## config.mk

```make
export PLATFORM = sky130hd
export DESIGN_NAME = div_sequencer
export DESIGN_NICKNAME = d
export VERILOG_FILES = /design/src/rtl/div_sequencer.sv
export SDC_FILE = /design/constraint.sdc
export NUM_CORES = 1
export LEC_CHECK = 0
export CAP_MARGIN = 20
export CORE_AREA = 2 2 152 80
export DETAILED_ROUTE_END_ITERATION = 8
export DIE_AREA = 0 0 154 82
export PLACE_DENSITY = 0.79
export REMOVE_ABC_BUFFERS = 1
export SYNTH_ARGS = -nofsm -noshare
export SYNTH_HDL_FRONTEND = slang
export SYNTH_SLANG_ARGS = --single-unit
```

## constraint.sdc

```tcl
create_clock -name clk -period 7 [get_ports clk]
set_input_delay 1.75 -clock clk [delete_from_list [all_inputs] [get_ports clk]]
set_output_delay 1.75 -clock clk [all_outputs]
set_load 0.05 [all_outputs]
```

## src/rtl/div_sequencer.sv

```systemverilog
`timescale 1ns/1ps
// -----------------------------------------------------------------------------
// div_sequencer
// Multi-cycle restoring divider. A start request accepted in IDLE captures the
// operands. LOAD prepares the working registers, SHIFT performs one
// shift-subtract step per clock under an iteration down-counter, and DONE
// publishes quotient/remainder. A one-cycle done pulse follows DONE.
//
// Optional feature macro: SIGNED_DIV_EN
//   defined   : two's-complement operands, quotient truncates toward zero,
//               remainder takes the sign of the dividend
//   undefined : purely unsigned, no sign logic is built
//
// Ports
//   clk          in   1   system clock, rising edge
//   rst          in   1   asynchronous active-low reset
//   start        in   1   request, honoured only in IDLE
//   dividend     in   DW  numerator, captured when start is accepted
//   divisor      in   DW  denominator, captured when start is accepted
//   quotient     out  DW  result, held until the next completion
//   remainder    out  DW  result, held until the next completion
//   busy         out  1   operation in progress, through the done cycle
//   done         out  1   one-cycle completion pulse
//   div_by_zero  out  1   divisor was zero, held with the results
// -----------------------------------------------------------------------------
module div_sequencer #(
    parameter int DW = 16
) (
    input  logic          clk,
    input  logic          rst,
    input  logic          start,
    input  logic [DW-1:0] dividend,
    input  logic [DW-1:0] divisor,
    output logic [DW-1:0] quotient,
    output logic [DW-1:0] remainder,
    output logic          busy,
    output logic          done,
    output logic          div_by_zero
);

    localparam int            CW       = $clog2(DW);
    localparam logic [CW-1:0] CNT_LAST = CW'(DW - 1);
    localparam logic [CW-1:0] CNT_ONE  = CW'(1'b1);
    localparam logic [CW-1:0] CNT_ZERO = {CW{1'b0}};
    localparam logic [DW-1:0] ZERO     = {DW{1'b0}};
    localparam logic [DW-1:0] ALL_ONES = {DW{1'b1}};

    typedef enum logic [1:0] {
        ST_IDLE  = 2'd0,
        ST_LOAD  = 2'd1,
        ST_SHIFT = 2'd2,
        ST_DONE  = 2'd3
    } state_t;

    state_t        state_r;
    state_t        state_nxt_s;

    logic [DW-1:0] dvd_in_r;     // raw operands as captured on acceptance
    logic [DW-1:0] dvs_in_r;
    logic [DW-1:0] dvs_r;        // divisor magnitude used by the iteration
    logic [DW-1:0] rem_r;        // partial remainder
    logic [DW-1:0] q_r;          // shifts dividend out, quotient bits in
    logic [CW-1:0] cnt_r;

    logic          start_ok_s;
    logic          dvs_zero_s;
    logic [DW:0]   shifted_s;
    logic [DW:0]   trial_s;
    logic [DW-1:0] rem_step_s;
    logic [DW-1:0] q_step_s;
    logic [DW-1:0] dvd_mag_s;
    logic [DW-1:0] dvs_mag_s;
    logic [DW-1:0] q_fin_s;
    logic [DW-1:0] r_fin_s;

`ifdef SIGNED_DIV_EN
    localparam logic [DW-1:0] ONE = DW'(1'b1);

    // Two's-complement negation
    function automatic logic [DW-1:0] neg_f(input logic [DW-1:0] v);
        return (~v) + ONE;
    endfunction

    // Magnitude; the most-negative value maps onto itself, which is the
    // correct unsigned magnitude for the iteration
    function automatic logic [DW-1:0] mag_f(input logic [DW-1:0] v);
        logic [DW-1:0] m;
        if (v[DW-1]) begin
            m = neg_f(v);
        end else begin
            m = v;
        end
        return m;
    endfunction
`endif

    // The cycle carrying the done pulse still belongs to the finishing
    // operation, so a request seen then is dropped rather than accepted.
    assign start_ok_s = start & ~done;
    assign dvs_zero_s = (dvs_in_r == ZERO);

    // One restoring step: the sign bit of the DW+1 bit trial decides restore
    always_comb begin
        shifted_s = {rem_r, q_r[DW-1]};
        trial_s   = shifted_s - {1'b0, dvs_r};
        if (trial_s[DW]) begin
            rem_step_s = shifted_s[DW-1:0];
        end else begin
            rem_step_s = trial_s[DW-1:0];
        end
        q_step_s = {q_r[DW-2:0], ~trial_s[DW]};
    end

    // Operand preparation and final sign correction
    always_comb begin
`ifdef SIGNED_DIV_EN
        dvd_mag_s = mag_f(dvd_in_r);
        dvs_mag_s = mag_f(dvs_in_r);
        if (dvd_in_r[DW-1] ^ dvs_in_r[DW-1]) begin
            q_fin_s = neg_f(q_r);
        end else begin
            q_fin_s = q_r;
        end
        if (dvd_in_r[DW-1]) begin
            r_fin_s = neg_f(rem_r);
        end else begin
            r_fin_s = rem_r;
        end
`else
        dvd_mag_s = dvd_in_r;
        dvs_mag_s = dvs_in_r;
        q_fin_s   = q_r;
        r_fin_s   = rem_r;
`endif
    end

    // FSM state register
    always_ff @(posedge clk or negedge rst) begin
        if (!rst) begin
            state_r <= ST_IDLE;
        end else begin
            state_r <= state_nxt_s;
        end
    end

    // FSM next-state logic
    always_comb begin
        state_nxt_s = state_r;
        case (state_r)
            ST_IDLE: begin
                if (start_ok_s) begin
                    state_nxt_s = ST_LOAD;
                end else begin
                    state_nxt_s = ST_IDLE;
                end
            end
            ST_LOAD: begin
                if (dvs_zero_s) begin
                    state_nxt_s = ST_DONE;
                end else begin
                    state_nxt_s = ST_SHIFT;
                end
            end
            ST_SHIFT: begin
                if (cnt_r == CNT_ZERO) begin
                    state_nxt_s = ST_DONE;
                end else begin
                    state_nxt_s = ST_SHIFT;
                end
            end
            ST_DONE: begin
                state_nxt_s = ST_IDLE;
            end
            default: begin
                state_nxt_s = ST_IDLE;
            end
        endcase
    end

    // Operand capture and iteration datapath
    always_ff @(posedge clk or negedge rst) begin
        if (!rst) begin
            dvd_in_r <= ZERO;
            dvs_in_r <= ZERO;
            dvs_r    <= ZERO;
            rem_r    <= ZERO;
            q_r      <= ZERO;
            cnt_r    <= CNT_LAST;
        end else begin
            case (state_r)
                ST_IDLE: begin
                    if (start_ok_s) begin
                        dvd_in_r <= dividend;
                        dvs_in_r <= divisor;
                    end
                end
                ST_LOAD: begin
                    cnt_r <= CNT_LAST;
                    rem_r <= ZERO;
                    q_r   <= dvd_mag_s;
                    dvs_r <= dvs_mag_s;
                end
                ST_SHIFT: begin
                    rem_r <= rem_step_s;
                    q_r   <= q_step_s;
                    if (cnt_r != CNT_ZERO) begin
                        cnt_r <= cnt_r - CNT_ONE;
                    end
                end
                default: begin
                end
            endcase
        end
    end

    // Registered outputs; results change only when leaving DONE
    always_ff @(posedge clk or negedge rst) begin
        if (!rst) begin
            quotient    <= ZERO;
            remainder   <= ZERO;
            busy        <= 1'b0;
            done        <= 1'b0;
            div_by_zero <= 1'b0;
        end else begin
            busy <= (state_r != ST_IDLE);
            done <= (state_r == ST_DONE);
            if (state_r == ST_DONE) begin
                if (dvs_zero_s) begin
                    quotient    <= ALL_ONES;
                    remainder   <= dvd_in_r;
                    div_by_zero <= 1'b1;
                end else begin
                    quotient    <= q_fin_s;
                    remainder   <= r_fin_s;
                    div_by_zero <= 1'b0;
                end
            end
        end
    end

endmodule

```

==> flow_summary.ini <==
[run_status]
outcome = completed

[critical_path]
end_kind = output port
cp.required_ns = 5.25
worst_path_largest_cell_delay_ns = 0.82
path_cells = clkdlybuf4s50_1
critPathSlowestCell = clkdlybuf4s50_1
worstSetupStartpointType = flop
critPathMaxFanout = 2
arrival_ns = 1.63
critPathTopFamily = buffers and inverters
crit_type = reg -> out
crit_buf_inv = 1

[cts]
clk_pin_slew_worst_paths_ns = 0.05
cts_resized = 0
cts_tree = built
cts_made_buffers = 17
holdBufCountCts = 0
htreeDepth = 4
postCtsSetupBuffers = 0
cts_sinks = 121
cts.path.max_buffers = 2
clock_latency_ns = 0.41
clockRootBuffer = clkbuf_16

[global_route]
grt_pass1_wl_um = 23300
grt_pass1_vias = 4532
grt.total_usage = 0.241
overflow = 0
grt_antenna_before_repair = 0
grt_max_degree = 79

[route]
postRouteAntennaNets = 0
drt_iter0_drc = 336
vias_per_cell = 5.72
firstDrtPassIters = 5
wirelength_um = 14300
vias = 4719
wl_per_cell_um = 17.4
route.detailed.drc = 0

[timing]
period_share = 0.484
setup_slack_ns = 3.62
rsz0062_at_grt = false
worst_pin_slew_ns = 0.961
fin_skew_ns = 0.00932
hold_viol_final = 0
setup_tns_ns = 0
drv_slew = 0
final.min_clock_period_ns = 3.38
fmax_ghz = 0.295
relSlewSlack = 0.359
setup_violations = 0

[finish]
nets = 721
syn2layout_area_growth_pct = 23.4
final.fill_count = 887
antennaDiodeCount = 0
drive_gt1_frac = 0.129

[synth]
synth_top_area_share = 0.489
yosysUniqueCellTypes = 49
yosysTopAreaCell = dfrtp_1
ys.flop_type = dfrtp_1
synth_edf_count = 0
yosysSeqAreaShare = 0.507
ys_warn_count = 0
synth-async-reset-ratio = 1.00
synth_seq_cells = 121
synth.area.top_cells = dfrtp_1 49%, mux2_2 6.8%, ha_1 4.8%
postSynthAreaPerCell_um2 = 9.99
syn_area_mm2 = 0.00599
syn_inst = 599

[placed_design]
port_buffers = 69
dp_slack_ns = 3.32
hpwl_um = 9760
gp_congestion = 0.873

[die]
io_pins = 70
core_area_mm2 = 0.0114
die_area_mm2 = 0.0126
die-height_um = 82
start_util = 0.526
die_w_um = 154
row_count = 28

[hold_path]
worstHoldPathType = reg -> reg

[job]
drv_cap = 0
==> flip-flops by register name, indices dropped and copies added (netlist names) <==
name,count
dvd_in_r,16
cnt_r,4
state_r,2
busy,1
quotient,16
dvs_in_r,16
r_fin_s,16
done,1
remainder,16
div_by_zero,1
dvs_r,16
q_fin_s,16
==> path summary, 6_finish.rpt <==
check,depth (start not counted),slack [ns],start,endpoint
max,1,3.62,remainder[2],remainder[2]
max in group asynchronous,2,4.26,rst,r_fin_s[9]
min,2,0.51,dvs_in_r[11],dvs_r[11]
min reg2reg,2,0.51,dvs_in_r[11],dvs_r[11]
max reg2reg,11,3.83,q_fin_s[15],r_fin_s[0]
min in group asynchronous,1,1.34,rst,dvs_r[15]
==> cells in the mapped netlist (4+ instances only) <==
cell and count:
clkbuf_1 21, and2_1 4, o22ai_1 12, ha_1 23
a21oi_1 52, o21ai_0 25, dfstp_2 4, nor4_1 5
inv_1 38, buf_1 6, nand2b_1 6, a21boi_0 4
xnor2_1 8, nand2_1 61, nor3_1 7, a31oi_1 19
buf_2 4, a21o_1 6, xor2_1 4, dfrtp_1 117
mux2_2 36, mux2i_1 26, nor2_1 69
==> routing by layer <==
metal	share of wire	vias to the layer above	track usage
met2	0.42	138	0.363
li1	-	2215	-
met3	0.056	23	0.0422
met4	0.016	0	0.0841
met1	0.50	2343	0.354
met5	0	-	0
==> stage by stage <==
| stage | utilization | hold slack [ns] | cells | area [um2] |
|---|---|---|---|---|
| after floorplan | - | 0.469 | 566 | 5840 |
| after global placement | 0.594 | 0.488 | 790 | 6760 |
| after detailed placement | 0.594 | 0.502 | 790 | 6760 |
| after CTS | 0.644 | 0.514 | 822 | 7330 |
| after global routing | 0.649 | 0.548 | 825 | 7390 |
| final | 0.649 | 0.506 | 825 | 7390 |
==> area by class of cell <==
class / count / area (um2) / share of cell area
multi-input combinational: 407 / 2670 / 0.361
timing repair buffer: 77 / 788 / 0.107
sequential: 121 / 3030 / 0.410
clock inverter: 11 / 97.6 / 0.0132
inverter: 38 / 143 / 0.0193
clock buffer: 21 / 470 / 0.0637
tap: 150 / 188 / 0.0254
==> placed cells by master, fill, tap and decap left out, types with 7 or more instances in the layout <==
master,instances
nand2_1,61
clkbuf_16,17
o21ai_0,25
mux2_2,36
clkdlybuf4s50_1,68
nor3_1,7
xnor2_1,8
o22ai_1,12
a31oi_1,19
ha_1,22
a21oi_1,52
mux2i_1,26
nor2_1,69
inv_1,38
dfrtp_1,117
==> cells by family after synthesis <==
kind of cell | Yosys count | synth area share
buffers and inverters | 71 | 0.0479
AND/OR/NAND/NOR | 168 | 0.121
AO/OA/AOI/OAI | 141 | 0.144
adder cells (fa/ha/maj) | 24 | 0.0514
flip-flops | 121 | 0.507
multiplexers | 62 | 0.111
XOR/XNOR | 12 | 0.0176
Power is not shown: default switching activity piles up to over one toggle a cycle in this logic, so the estimate is an artifact.
